### src/rtl/nvm_access_arbiter.sv
// Two-requester arbiter and sequencer for the 256x8 embedded NVM macro wrapper.
// Round-robin grant, one operation in flight, per-transaction timeout,
// reserved opcodes answered with an error and never forwarded to the macro.
module nvm_access_arbiter #(
   parameter int unsigned NBW_DATA   = 8,
   parameter int unsigned NBW_TMO    = 8,
   parameter int unsigned TMO_CYCLES = 200,
   parameter logic [3:0]  OP_RSVD    = 4'hF
) (
   input  logic                clk,
   input  logic                rst_sync,
   input  logic                i_req0_valid,
   output logic                o_req0_ready,
   input  logic [NBW_DATA-1:0] i_req0_addr,
   input  logic [NBW_DATA-1:0] i_req0_data,
   input  logic [3:0]          i_req0_op,
   input  logic                i_req0_region,
   input  logic                i_req1_valid,
   output logic                o_req1_ready,
   input  logic [NBW_DATA-1:0] i_req1_addr,
   input  logic [NBW_DATA-1:0] i_req1_data,
   input  logic [3:0]          i_req1_op,
   input  logic                i_req1_region,
   output logic                o_rsp0_valid,
   output logic [NBW_DATA-1:0] o_rsp0_data,
   output logic                o_rsp0_err,
   output logic                o_rsp1_valid,
   output logic [NBW_DATA-1:0] o_rsp1_data,
   output logic                o_rsp1_err,
   output logic [NBW_DATA-1:0] o_mem_addr,
   output logic [NBW_DATA-1:0] o_mem_data,
   output logic [3:0]          o_mem_op,
   output logic                o_mem_region,
   output logic                o_mem_op_valid,
   input  logic [NBW_DATA-1:0] i_mem_data,
   input  logic                i_mem_valid,
   output logic                o_busy
);

   typedef enum logic [1:0] {ST_IDLE, ST_ISSUE, ST_WAIT, ST_RESP} state_t;

   state_t              state, state_next;
   logic                last_grant;   // 1: req1 won last, so req0 is favoured
   logic                owner;
   logic [NBW_TMO-1:0]  tmo_cnt;
   logic                tmo_hit;

   logic                grant0, grant1, accept, sel_rsvd;
   logic [NBW_DATA-1:0] sel_addr, sel_data;
   logic [3:0]          sel_op;
   logic                sel_region;
   logic                rsp_fire, rsp_owner, rsp_err_c;
   logic [NBW_DATA-1:0] rsp_data_c;

   assign tmo_hit = (tmo_cnt == NBW_TMO'(TMO_CYCLES - 1));

   // Grant selection, next-state and response decision
   always_comb begin
      state_next = state;
      grant0     = 1'b0;
      grant1     = 1'b0;
      accept     = 1'b0;
      sel_addr   = grant1 ? i_req1_addr : i_req0_addr;
      sel_addr   = i_req1_valid & ~grant0 ? i_req1_addr : i_req0_addr;
      sel_data   = '0;
      sel_op     = '0;
      sel_region = 1'b0;
      sel_rsvd   = 1'b0;
      rsp_fire   = 1'b0;
      rsp_owner  = owner;
      rsp_data_c = '0;
      rsp_err_c  = 1'b0;
      unique case (state)
         ST_IDLE: begin
            grant0     = i_req0_valid & (~i_req1_valid | last_grant);
            grant1     = i_req1_valid & (~i_req0_valid | ~last_grant);
            accept     = grant0 | grant1;
            sel_addr   = grant1 ? i_req1_addr   : i_req0_addr;
            sel_data   = grant1 ? i_req1_data   : i_req0_data;
            sel_op     = grant1 ? i_req1_op     : i_req0_op;
            sel_region = grant1 ? i_req1_region : i_req0_region;
            sel_rsvd   = (sel_op == OP_RSVD);
            if (accept) begin
               if (sel_rsvd) begin
                  state_next = ST_RESP;
                  rsp_fire   = 1'b1;
                  rsp_owner  = grant1;
                  rsp_err_c  = 1'b1;
               end else begin
                  state_next = ST_ISSUE;
               end
            end
         end
         ST_ISSUE: state_next = ST_WAIT;
         ST_WAIT: begin
            // completion takes priority over a coincident timeout
            if (i_mem_valid) begin
               state_next = ST_RESP;
               rsp_fire   = 1'b1;
               rsp_data_c = i_mem_data;
            end else if (tmo_hit) begin
               state_next = ST_RESP;
               rsp_fire   = 1'b1;
               rsp_err_c  = 1'b1;
            end
         end
         ST_RESP: state_next = ST_IDLE;
         default: state_next = ST_IDLE;
      endcase
      o_req0_ready = grant0;
      o_req1_ready = grant1;
      o_busy       = (state != ST_IDLE);
   end

   // State register
   always_ff @(posedge clk) begin
      if (rst_sync) state <= ST_IDLE;
      else          state <= state_next;
   end

   // Request capture, timeout counter and registered response strobes
   always_ff @(posedge clk) begin
      if (rst_sync) begin
         last_grant     <= 1'b1;
         owner          <= 1'b0;
         tmo_cnt        <= '0;
         o_mem_addr     <= '0;
         o_mem_data     <= '0;
         o_mem_op       <= '0;
         o_mem_region   <= 1'b0;
         o_mem_op_valid <= 1'b0;
         o_rsp0_valid   <= 1'b0;
         o_rsp0_data    <= '0;
         o_rsp0_err     <= 1'b0;
         o_rsp1_valid   <= 1'b0;
         o_rsp1_data    <= '0;
         o_rsp1_err     <= 1'b0;
      end else begin
         o_mem_op_valid <= accept & ~sel_rsvd;
         if (accept) begin
            owner      <= grant1;
            last_grant <= grant1;
            if (!sel_rsvd) begin
               o_mem_addr   <= sel_addr;
               o_mem_data   <= sel_data;
               o_mem_op     <= sel_op;
               o_mem_region <= sel_region;
            end
         end
         if (state == ST_ISSUE)
            tmo_cnt <= '0;
         else if (state == ST_WAIT && !i_mem_valid && !tmo_hit)
            tmo_cnt <= tmo_cnt + 1'b1;
         o_rsp0_valid <= rsp_fire & ~rsp_owner;
         o_rsp0_data  <= (rsp_fire & ~rsp_owner) ? rsp_data_c : '0;
         o_rsp0_err   <= rsp_fire & ~rsp_owner & rsp_err_c;
         o_rsp1_valid <= rsp_fire & rsp_owner;
         o_rsp1_data  <= (rsp_fire & rsp_owner) ? rsp_data_c : '0;
         o_rsp1_err   <= rsp_fire & rsp_owner & rsp_err_c;
      end
   end

endmodule
### config.mk
export PLATFORM = sky130hd
export DESIGN_NAME = nvm_access_arbiter
export DESIGN_NICKNAME = d
export VERILOG_FILES = /design/src/rtl/nvm_access_arbiter.sv
export SDC_FILE = /design/constraint.sdc
export NUM_CORES = 1
export LEC_CHECK = 0
export ABC_AREA = 1
export BUFFER_PORTS_ARGS = -buffer_cell sky130_fd_sc_hd__buf_2
export CORE_AREA = 10 10 91 93
export DETAILED_ROUTE_END_ITERATION = 16
export DIE_AREA = 0 0 101 103
export PLACE_DENSITY = 0.69
export SYNTH_ARGS = -nofsm -noshare
export SYNTH_HDL_FRONTEND = slang
export SYNTH_SLANG_ARGS = --single-unit
### constraint.sdc
create_clock -name clk -period 2.47 [get_ports clk]
set_clock_uncertainty 0.2 [all_clocks]
set_input_delay 0.247 -clock clk [delete_from_list [all_inputs] [get_ports clk]]
set_output_delay 0.247 -clock clk [all_outputs]
set_load 0.01 [all_outputs]
-- Yosys cells after proc, flatten, opt, wreduce, memory -nomap -nowiden
Cells that the tools add are included.
- add/sub/neg operators: 1
- multipliers: 0
- div/mod/pow operators: 0
- $lt $le $gt $ge: 0
- equal/unequal tests: 7
- shift operators: 0
- mux-type cells: 30
- bitwise operators: 17
- reduce and logical (&&, ||, !) cells: 11
- operator list (cell ; number):
    2-to-1 mux 8 bit ; 7
    2-to-1 mux 1 bit ; 14
    adder 8 x 1 -> 8 bit (second input constant) ; 1
    == test 8 bit (second input constant) ; 1
    2-to-1 mux 2 bit ; 4
    2-to-1 mux 4 bit ; 2
    case mux 2 bit (4 select lines) ; 1
    AND 1 bit ; 7
    inverter 1 bit ; 7
    OR reduction 2 bit ; 3
    == test 2 bit (second input constant) ; 2
    == test 4 bit (second input constant) ; 1
    case mux 1 bit (2 select lines) ; 2
    AND reduction 2 bit ; 2
    != test 3 bit (second input constant) ; 1
    bitwise OR 1 bit ; 3
    == test 2 x 1 -> 1 bit (second input constant) ; 1
    logical AND 1 bit ; 2
    zero test 1 bit ; 2
    zero test 2 bit ; 1
    != test 2 bit (second input constant) ; 1
    nonzero test 2 bit ; 1
- bits in registers: 54
- bits in latches: 0
- RAM bits: 0
- memory bits (read-only): 0
- input bits: 55
- output and inout bits: 45
- word-level logic and storage cells: 81
- memories kept: 0

-- Logic depth before layout (Yosys ltp)
Gate-level depths: netlist (run 1).
- word-level depth: 12
- gate-level depth with buffers: 12
- gate-level depth less buffers: 11

-- Least setup slack after synthesis (run 1)
No wires, ideal clock.
- path type: register to register
- start point: reg state[0]
- end point: reg o_rsp0_data[0]
- setup time: 0.064 ns
- arrival: 1.512 ns
- data required time: 2.206 ns
- path slack: 0.693 ns
- cell stages (with the launch flop): 10
- path buffers: 1
- period minus slack after synthesis: 1.777 ns
- cells stage by stage: dfxtp_1 > inv_1 > ha_1 > buf_2 > nand2_2 > nand2_4 > nand3_2 > a21oi_4 > nand2_4 > nor2_1
- longest elaborated chain between the ends: 6
- elaborated cells between the ends (all ways): 9
- classes of those cells: eq/ne: 1; mux: 3; bitwise: 3; reduce/logical: 2
- ends and longest elaborated chain (element ; RTL line ; text):
    from (decl) ; 42 ; state_t state, state_next;
    from (signal assigned) ; 118 ; else state <= state_next;
    branches (longest 6 deep; another with == test 2 bit) ; - ;
    to (signal assigned) ; 155 ; o_rsp0_data <= (rsp_fire & ~rsp_owner) ? rsp_data_c : '0;
    to (decl) ; 25 ; output logic [NBW_DATA-1:0] o_rsp0_data,
Several ways; the timed one is not identified.
A chain may end at the register's enable or synchronous reset.

-- Worst setup path in the final report (run 1)
- start point: reg last_grant
- end point: reg o_rsp0_data[1]
- longest elaborated chain between the ends: 12
- elaborated cells between the ends (all ways): 18
- classes of those cells: eq/ne: 1; mux: 7; bitwise: 9; reduce/logical: 1
- ends and longest elaborated chain (element ; RTL line ; text):
    from (decl) ; 43 ; logic last_grant;
    from (signal assigned) ; 142 ; last_grant <= grant1;
    inverter 1 bit ; 76 ; grant1 = i_req1_valid & (~i_req0_valid | ~last_grant);
    bitwise OR 1 bit ; 76 ;
    AND 1 bit ; 76 ;
    2-to-1 mux 4 bit ; 80 ; sel_op = grant1 ? i_req1_op : i_req0_op;
    == test 4 bit ; 82 ; sel_rsvd = (sel_op == OP_RSVD);
    2-to-1 mux 1 bit ; 84 ; if (sel_rsvd) begin
    2-to-1 mux 1 bit ; 83 ; if (accept) begin
    2-to-1 mux 1 bit ; 73 ; unique case (state)
    inverter 1 bit ; 155 ;
    AND 1 bit (*) ; 155 ;
    inverter 1 bit (no source line) (*) ; - ;
    OR reduction 2 bit (no source line) (*) ; - ;
Every way passes the cells marked *; elsewhere a longest branch is shown, timed or not.

==> results of run 1 <==
## worst register-to-register path: stages (launching register included)
cell                      delay (ps)
sky130_fd_sc_hd__dfxtp_1         350
sky130_fd_sc_hd__nand2_2         160
sky130_fd_sc_hd__nand2_2         160
sky130_fd_sc_hd__inv_2           210
sky130_fd_sc_hd__nand2_2         130
sky130_fd_sc_hd__nand2_4         250
sky130_fd_sc_hd__nand3_2         180
sky130_fd_sc_hd__a21oi_4         220
sky130_fd_sc_hd__nand2_4         120
sky130_fd_sc_hd__nor2_1          110
## timing repair
| item | in CTS | in global routing |
|---|---|---|
| hold endpoints to repair | 16 | 0 |
| setup endpoints to repair | 0 | 0 |
| hold buffers | 8 | 0 |
## synth_stat cells, types with 2 or more instances
library cell               number
sky130_fd_sc_hd__nand2_1       85
sky130_fd_sc_hd__nand4_1        2
sky130_fd_sc_hd__a21oi_2       10
sky130_fd_sc_hd__nand2_4        4
sky130_fd_sc_hd__inv_2          4
sky130_fd_sc_hd__buf_2          5
sky130_fd_sc_hd__nand3_1       33
sky130_fd_sc_hd__inv_1         36
sky130_fd_sc_hd__nand2_2       15
sky130_fd_sc_hd__o21ai_0       16
sky130_fd_sc_hd__nor3_1         2
sky130_fd_sc_hd__clkbuf_1       3
sky130_fd_sc_hd__ha_1           4
sky130_fd_sc_hd__nor2_1        30
sky130_fd_sc_hd__dfxtp_1       54
sky130_fd_sc_hd__a21oi_1       24
sky130_fd_sc_hd__nand3b_1       3
sky130_fd_sc_hd__buf_6          2
## worst min-delay path by stage
stage,start,depth (start not counted),to
after floorplan,rst_sync,1,o_mem_op_valid
after global placement,tmo_cnt[5],2,tmo_cnt[5]
after detailed placement,tmo_cnt[5],2,tmo_cnt[5]
after CTS,i_mem_valid,4,o_rsp0_err
after global routing,i_mem_valid,4,o_rsp1_err
final,i_mem_valid,4,o_rsp0_err
## power groups by stage
stage | Sequential [mW] | Combinational (mW) | Clock [mW]
floorplan | 1.14 | 0.764 | 0
global placement | 1.10 | 1.09 | 0
detailed placement | 1.10 | 1.10 | 0
CTS | 1.08 | 1.12 | 0.545
global route | 1.10 | 1.25 | 0.585
finish | 1.08 | 1.10 | 0.528
## cells in the final DEF (no fill, tap or decap), drive strengths merged
master         n
a21oi         35
a31oi          1
and3b          1
buf          102
clkbuf         5
clkinv         1
dfxtp         54
dlygate4sd3    8
ha             4
inv           43
nand2        105
nand3         34
nand3b         3
nand4          2
nor2          32
nor3           2
o211ai         1
o21ai         17
o31ai          1
## state kept, by name, summed over array words and instances (netlist names), 2 cells and up
signal       count
o_mem_op         4
state            2
o_mem_addr       8
tmo_cnt          8
o_rsp1_data      8
o_mem_data       8
o_rsp0_data      8
## area by class of cell
cell class                 count  area [µm²]  area share [%]
sequential                    54        1080            33.2
clock inverter                 3        28.8           0.884
timing repair buffer         110         598            18.4
tap                           80         100            3.08
multi-input combinational    238        1220            37.5
inverter                      41         156            4.81
clock buffer                   5        68.8            2.11
## logic make-up (layout without fill, tap and decap cells)
family | Yosys count | after routing | synth area share [%]
fa+ha+maj | 4 | 4 | 1.97
buf+inv | 54 | 159 | 9.49
compound gates | 55 | 55 | 13.1
simple gates | 179 | 179 | 32.9
flops | 54 | 54 | 42.5
## routing by layer
layer,routed length [µm],vias to the layer above
li1,-,1301
met1,3150,1070
met2,3060,84
met3,651,7
met4,64,0
met5,0,-
## stage by stage
stage	instance area [µm²]	total power [mW]
after global placement	3080	2.19
after detailed placement	3080	2.20
final	3250	2.71
after CTS	3250	2.74
after floorplan	2540	1.91
after global routing	3250	2.93
==> metrics.txt, run 1 <==
# TYPE chip_impl_metric gauge
chip_impl_info{name="run_status",value="complete, no violations"} 1
chip_impl_metric{name="final_critical_path_setup_slack",unit="ps"} 314
chip_impl_metric{name="relative_contribution_of_combinational_cells_to_total_power",unit="%"} 40.6
chip_impl_metric{name="syn2layout_area_growth",unit="%"} 27.9
chip_impl_metric{name="antennaDiodeCount",unit=""} 0
chip_impl_metric{name="cts_num_sinks",unit=""} 54
chip_impl_metric{name="gp_routability_congestion",unit=""} 0.817
chip_impl_info{name="criticalPathCategory",value="reg -> reg"} 1
chip_impl_metric{name="setup_tns",unit="ps"} 0
chip_impl_metric{name="hold_viol",unit=""} 0
chip_impl_metric{name="share_of_final_layout_standard_cells_stronger_than_drive_strength_1",unit="%"} 33.3
chip_impl_metric{name="worst-path-max-fanout",unit=""} 19
chip_impl_metric{name="detailedRoute.firstIterationViolations",unit=""} 80
chip_impl_info{name="crit_top_cell",value="sky130_fd_sc_hd__nand2_2"} 1
chip_impl_metric{name="synth-seq-area-share",unit="%"} 42.5
chip_impl_metric{name="power.share.switching",unit="%"} 40.5
chip_impl_metric{name="ys.warnings.count",unit=""} 0
chip_impl_metric{name="htreeDepth",unit=""} 2
chip_impl_info{name="unrepaired_setup_endpoints_after_global_routing",value="false"} 1
chip_impl_metric{name="max_clock_freq",unit="MHz"} 464
chip_impl_metric{name="number_of_antenna_violations_at_the_first_check_in_global_routing",unit=""} 0
chip_impl_metric{name="power.sequential.fraction",unit="%"} 39.9
chip_impl_metric{name="finalCritPeriodShare",unit="%"} 87.3
chip_impl_info{name="post_synth_main_area_contributors",value="sky130_fd_sc_hd__dfxtp_1, sky130_fd_sc_hd__nand2_1, sky130_fd_sc_hd__nand3_1"} 1
chip_impl_metric{name="power.clock.fraction",unit="%"} 19.5
chip_impl_metric{name="via_count",unit=""} 2462
chip_impl_metric{name="report.final.slew_viol_count",unit=""} 0
chip_impl_info{name="critPathCapture",value="o_rsp0_data[1]"} 1
chip_impl_metric{name="detail_route.first_pass.iterations",unit=""} 4
chip_impl_metric{name="power_per_cell_area",unit="mW/mm²"} 833
chip_impl_metric{name="nNetsFinal",unit=""} 509
chip_impl_metric{name="ys_seq_elements",unit=""} 54
chip_impl_metric{name="post_cts.resized_instances",unit=""} 0
chip_impl_metric{name="grt.met2_usage",unit="%"} 22.0
chip_impl_metric{name="synth.top_cell.area_share",unit="%"} 42.5
chip_impl_metric{name="worst_ep_arrival_time",unit="ps"} 2200
chip_impl_metric{name="cts.reportedPaths.clkPinSlew",unit="ps"} 100
chip_impl_metric{name="post_syn_instances",unit=""} 346
chip_impl_metric{name="clock_path_buffers",unit=""} 2
chip_impl_metric{name="cts.repair_timing.setup_buffer_count",unit=""} 0
chip_impl_metric{name="detailed_place_hpwl",unit="µm"} 5420
chip_impl_metric{name="routed_wire_length_per_instance",unit="µm"} 13.1
chip_impl_metric{name="ys_async_sr_fraction",unit="%"} 0
chip_impl_metric{name="dp.cells",unit=""} 515
chip_impl_info{name="rr_startpoint",value="last_grant"} 1
chip_impl_info{name="setup.worst_path.end_class",value="register"} 1
chip_impl_metric{name="synth_edf_count",unit=""} 0
chip_impl_metric{name="synth_nets",unit=""} 405
chip_impl_metric{name="grt.met1_usage",unit="%"} 15.6
chip_impl_metric{name="die_width",unit="µm"} 101
chip_impl_metric{name="floorplan.initialDensity",unit="%"} 38.7
chip_impl_metric{name="coreArea",unit="mm²"} 0.00657
chip_impl_metric{name="dpl_worst_slack",unit="ps"} 284
chip_impl_metric{name="synth_cell_area",unit="mm²"} 0.00254
chip_impl_metric{name="worstPathBufferInverterCount",unit=""} 1
chip_impl_metric{name="finalNonFillerCells",unit=""} 531
chip_impl_metric{name="die_area",unit="mm²"} 0.0104
chip_impl_metric{name="fin_util",unit="%"} 49.5
chip_impl_metric{name="buffer_ports.inserted",unit=""} 99
chip_impl_metric{name="cts_inserted_buffers",unit=""} 5
chip_impl_metric{name="fp.dieH",unit="µm"} 103
chip_impl_metric{name="setup.reg_to_reg.worst_slack",unit="ps"} 310
chip_impl_metric{name="globalRoute.totalOverflow",unit=""} 0
chip_impl_metric{name="grt_pass1_vias",unit=""} 2513
chip_impl_info{name="globalRoute.busiestLayer",value="met2"} 1
chip_impl_metric{name="worst-r2r-cell-count",unit=""} 9
chip_impl_metric{name="total_switching_power",unit="mW"} 1.10
chip_impl_metric{name="io_pins",unit=""} 100
chip_impl_metric{name="final.fill_count",unit=""} 675
chip_impl_metric{name="cap_viol_max_count",unit=""} 0
chip_impl_metric{name="power.static_leakage",unit="nW"} 1.62
chip_impl_metric{name="max_slew.worst_pin.slew",unit="ps"} 593
chip_impl_info{name="rr_endpoint",value="o_rsp0_data[1]"} 1
chip_impl_metric{name="drc_violations_left",unit=""} 0
chip_impl_metric{name="netlist-cell-type-count",unit=""} 32
chip_impl_metric{name="timing.slew.headroom",unit="%"} 60.5
chip_impl_metric{name="path_depth",unit=""} 9
chip_impl_metric{name="synth.avg_cell_area",unit="µm²"} 7.35
chip_impl_metric{name="grt.total_usage",unit="%"} 13.2
chip_impl_metric{name="setup_violations",unit=""} 0
chip_impl_info{name="ys_dominant_reg_cell",value="sky130_fd_sc_hd__dfxtp_1"} 1
chip_impl_info{name="tritoncts_clock_tree",value="built"} 1
chip_impl_metric{name="num_rows",unit=""} 30
chip_impl_info{name="critical-path-top-delay-family",value="simple AND/OR/NAND/NOR gates"} 1
chip_impl_metric{name="drt.antenna.violating_nets",unit=""} 0
chip_impl_info{name="synth_area_leader_cell",value="sky130_fd_sc_hd__dfxtp_1"} 1
chip_impl_info{name="cp_cell_sequence",value="nand2_2 > nand2_2 > inv_2 > nand2_2 > nand2_4 > nand3_2 > a21oi_4 > nand2_4 > nor2_1"} 1
chip_impl_metric{name="period_minus_slack",unit="ps"} 2160
chip_impl_metric{name="whs",unit="ps"} 90.0
chip_impl_metric{name="insertion_delay",unit="ps"} 310
chip_impl_metric{name="grt_start_max_net_pins",unit=""} 23
chip_impl_metric{name="peak_supply_drop",unit="mV"} 0.498
chip_impl_metric{name="grtUsageMet3",unit="%"} 5.36
chip_impl_info{name="timing.critical_path.from",value="last_grant"} 1
chip_impl_metric{name="cp.required",unit="ps"} 2520
chip_impl_metric{name="via_per_inst",unit=""} 4.64
chip_impl_metric{name="routed_wirelength",unit="µm"} 6930
chip_impl_metric{name="max_stage_delay",unit="ps"} 350
chip_impl_info{name="crit_slowest_cell",value="sky130_fd_sc_hd__dfxtp_1"} 1
chip_impl_info{name="cts.root.buffer_cell",value="sky130_fd_sc_hd__clkbuf_8"} 1
chip_impl_metric{name="grt_pass1_wl",unit="µm"} 11500
chip_impl_info{name="timing.critical_path.from_type",value="register"} 1
chip_impl_metric{name="internal_power",unit="mW"} 1.61
chip_impl_info{name="worst_hold_path_class",value="in -> reg"} 1
Power figures use the tool's default switching activity.
==> inputs of run 2 (changes only) <==
--- a/config.mk
+++ b/config.mk
@@ -11,6 +11,7 @@
 export DETAILED_ROUTE_END_ITERATION = 16
 export DIE_AREA = 0 0 101 103
 export PLACE_DENSITY = 0.69
+export RECOVER_POWER = 25
 export SYNTH_ARGS = -nofsm -noshare
 export SYNTH_HDL_FRONTEND = slang
 export SYNTH_SLANG_ARGS = --single-unit
==> metrics.txt, run 2 (synthesis gave the netlist of run 1 again) <==
# TYPE chip_impl_metric gauge
chip_impl_info{name="critPathCapture",value="o_rsp0_data[1]"} 1
chip_impl_metric{name="finalCritPeriodShare",unit="%"} 87.2
chip_impl_metric{name="max_slew.worst_pin.slew",unit="ps"} 593
chip_impl_info{name="rr_endpoint",value="o_rsp0_data[1]"} 1
chip_impl_metric{name="detailed_place_hpwl",unit="µm"} 5420
chip_impl_metric{name="peak_supply_drop",unit="mV"} 0.498
chip_impl_metric{name="routed_wirelength",unit="µm"} 6960
chip_impl_info{name="worst_hold_path_class",value="in -> reg"} 1
chip_impl_metric{name="max_clock_freq",unit="MHz"} 465
chip_impl_metric{name="antennaDiodeCount",unit=""} 0
chip_impl_metric{name="report.final.slew_viol_count",unit=""} 0
chip_impl_metric{name="htreeDepth",unit=""} 2
chip_impl_info{name="unrepaired_setup_endpoints_after_global_routing",value="false"} 1
chip_impl_metric{name="num_rows",unit=""} 30
chip_impl_metric{name="power.clock.fraction",unit="%"} 19.5
chip_impl_info{name="run_status",value="complete, no violations"} 1
chip_impl_metric{name="fp.dieH",unit="µm"} 103
chip_impl_metric{name="syn2layout_area_growth",unit="%"} 26.8
chip_impl_metric{name="whs",unit="ps"} 89.7
chip_impl_metric{name="dp.cells",unit=""} 515
chip_impl_info{name="setup.worst_path.end_class",value="register"} 1
chip_impl_metric{name="post_cts.resized_instances",unit=""} 0
chip_impl_metric{name="cts_num_sinks",unit=""} 54
chip_impl_metric{name="via_count",unit=""} 2462
chip_impl_metric{name="die_width",unit="µm"} 101
chip_impl_metric{name="cap_viol_max_count",unit=""} 0
chip_impl_metric{name="worst-r2r-cell-count",unit=""} 9
chip_impl_metric{name="timing.slew.headroom",unit="%"} 60.5
chip_impl_metric{name="final_critical_path_setup_slack",unit="ps"} 317
chip_impl_metric{name="setup_tns",unit="ps"} 0
chip_impl_metric{name="hold_viol",unit=""} 0
chip_impl_metric{name="power_per_cell_area",unit="mW/mm²"} 839
chip_impl_metric{name="number_of_antenna_violations_at_the_first_check_in_global_routing",unit=""} 0
chip_impl_info{name="most-common-layout-cells",value="sky130_fd_sc_hd__nand2_1, sky130_fd_sc_hd__buf_2, sky130_fd_sc_hd__dfxtp_1"} 1
chip_impl_metric{name="via_per_inst",unit=""} 4.64
chip_impl_metric{name="grt_pass1_wl",unit="µm"} 11500
chip_impl_metric{name="period_minus_slack",unit="ps"} 2150
chip_impl_metric{name="drt.antenna.violating_nets",unit=""} 0
chip_impl_metric{name="grt_pass1_vias",unit=""} 2513
chip_impl_info{name="timing.critical_path.from_type",value="register"} 1
chip_impl_info{name="timing.critical_path.from",value="last_grant"} 1
chip_impl_metric{name="dpl_worst_slack",unit="ps"} 284
chip_impl_metric{name="routed_wire_length_per_instance",unit="µm"} 13.1
chip_impl_info{name="cts.root.buffer_cell",value="sky130_fd_sc_hd__clkbuf_8"} 1
chip_impl_metric{name="insertion_delay",unit="ps"} 310
chip_impl_info{name="criticalPathCategory",value="reg -> reg"} 1
chip_impl_metric{name="worst-path-max-fanout",unit=""} 19
chip_impl_metric{name="drc_violations_left",unit=""} 0
chip_impl_metric{name="cts_inserted_buffers",unit=""} 5
chip_impl_metric{name="relative_contribution_of_combinational_cells_to_total_power",unit="%"} 40.4
chip_impl_metric{name="grt_start_max_net_pins",unit=""} 23
chip_impl_metric{name="io_pins",unit=""} 100
chip_impl_metric{name="power.sequential.fraction",unit="%"} 40.0
chip_impl_info{name="tritoncts_clock_tree",value="built"} 1
chip_impl_info{name="layout_commonest_cell",value="sky130_fd_sc_hd__nand2_1"} 1
chip_impl_metric{name="grt.total_usage",unit="%"} 13.2
chip_impl_metric{name="coreArea",unit="mm²"} 0.00657
chip_impl_metric{name="setup_violations",unit=""} 0
chip_impl_info{name="rr_startpoint",value="last_grant"} 1
chip_impl_metric{name="cts.reportedPaths.clkPinSlew",unit="ps"} 100
chip_impl_metric{name="cts.repair_timing.setup_buffer_count",unit=""} 0
chip_impl_metric{name="nNetsFinal",unit=""} 509
chip_impl_metric{name="cp.required",unit="ps"} 2520
chip_impl_metric{name="buffer_ports.inserted",unit=""} 99
chip_impl_metric{name="final.fill_count",unit=""} 685
chip_impl_metric{name="finalNonFillerCells",unit=""} 531
chip_impl_metric{name="die_area",unit="mm²"} 0.0104
chip_impl_metric{name="share_of_final_layout_standard_cells_stronger_than_drive_strength_1",unit="%"} 27.9
chip_impl_metric{name="total_switching_power",unit="mW"} 1.10
chip_impl_metric{name="floorplan.initialDensity",unit="%"} 38.7
chip_impl_metric{name="power.static_leakage",unit="nW"} 1.51
chip_impl_metric{name="gp_routability_congestion",unit=""} 0.817
chip_impl_metric{name="worst_ep_arrival_time",unit="ps"} 2200
chip_impl_metric{name="internal_power",unit="mW"} 1.61
chip_impl_metric{name="fin_total_pwr",unit="mW"} 2.70
chip_impl_metric{name="clock_path_buffers",unit=""} 2
chip_impl_metric{name="power.share.switching",unit="%"} 40.6
chip_impl_metric{name="detailedRoute.firstIterationViolations",unit=""} 76
chip_impl_metric{name="setup.reg_to_reg.worst_slack",unit="ps"} 320
chip_impl_metric{name="detail_route.first_pass.iterations",unit=""} 4
chip_impl_metric{name="globalRoute.totalOverflow",unit=""} 0
-- run 2: layer usage --
metal | track usage, % | share of wire (%)
met1 | 15.6 | 46
met4 | 3.11 | 0.92
met2 | 22.0 | 44
met3 | 5.36 | 9.6
met5 | 0 | 0
-- run 2: worst min-delay path by stage --
stage | start | endpoint | cells past startpoint
6_report | i_mem_valid | o_rsp0_err | 4
5_1_grt | i_mem_valid | o_rsp1_err | 4
4_1_cts | i_mem_valid | o_rsp0_err | 4
3_5_place_dp | tmo_cnt[5] | tmo_cnt[5] | 2
3_3_place_gp | tmo_cnt[5] | tmo_cnt[5] | 2
2_1_floorplan | rst_sync | o_mem_op_valid | 1
-- run 2: repair_timing --
action | 4_1_cts | 5_1_grt
endpoints found under the setup margin | 0 | 0
hold buffers | 8 | 0
endpoints found under the hold margin | 16 | 0
-- run 2: critical path: stages, from the launching register on --
cell and delay (ps):
sky130_fd_sc_hd__dfxtp_1 350, sky130_fd_sc_hd__nand2_2 160, sky130_fd_sc_hd__nand2_2 160, sky130_fd_sc_hd__inv_2 210, sky130_fd_sc_hd__nand2_2 130, sky130_fd_sc_hd__nand2_4 240, sky130_fd_sc_hd__nand3_2 170, sky130_fd_sc_hd__a21oi_4 220
sky130_fd_sc_hd__nand2_4 120, sky130_fd_sc_hd__nor2_1 110
-- run 2: through the flow --
step                instance area, µm²  util (%)
detailed placement                3080      46.8
finish                            3220      49.1
CTS                               3250      49.5
global route                      3220      49.1
floorplan                         2540         -
global placement                  3080      46.8
-- run 2: power groups by stage --
stage                     Sequential (mW)  Combinational (mW)  Clock [mW]
final                                1.08                1.09       0.528
after global routing                 1.10                1.24       0.585
after CTS                            1.08                1.12       0.545
after detailed placement             1.10                1.10           0
after global placement               1.10                1.09           0
after floorplan                      1.14               0.764           0
-- run 2: area by class of cell --
cell class	instances	area (µm²)	share of cell area [%]
well taps	80	100	3.10
multi-input cells	238	1220	37.9
flip-flops and latches	54	1080	33.5
clock buffers	5	68.8	2.13
repair buffers	110	568	17.6
inverters	41	156	4.85
clock inverters	3	28.8	0.893
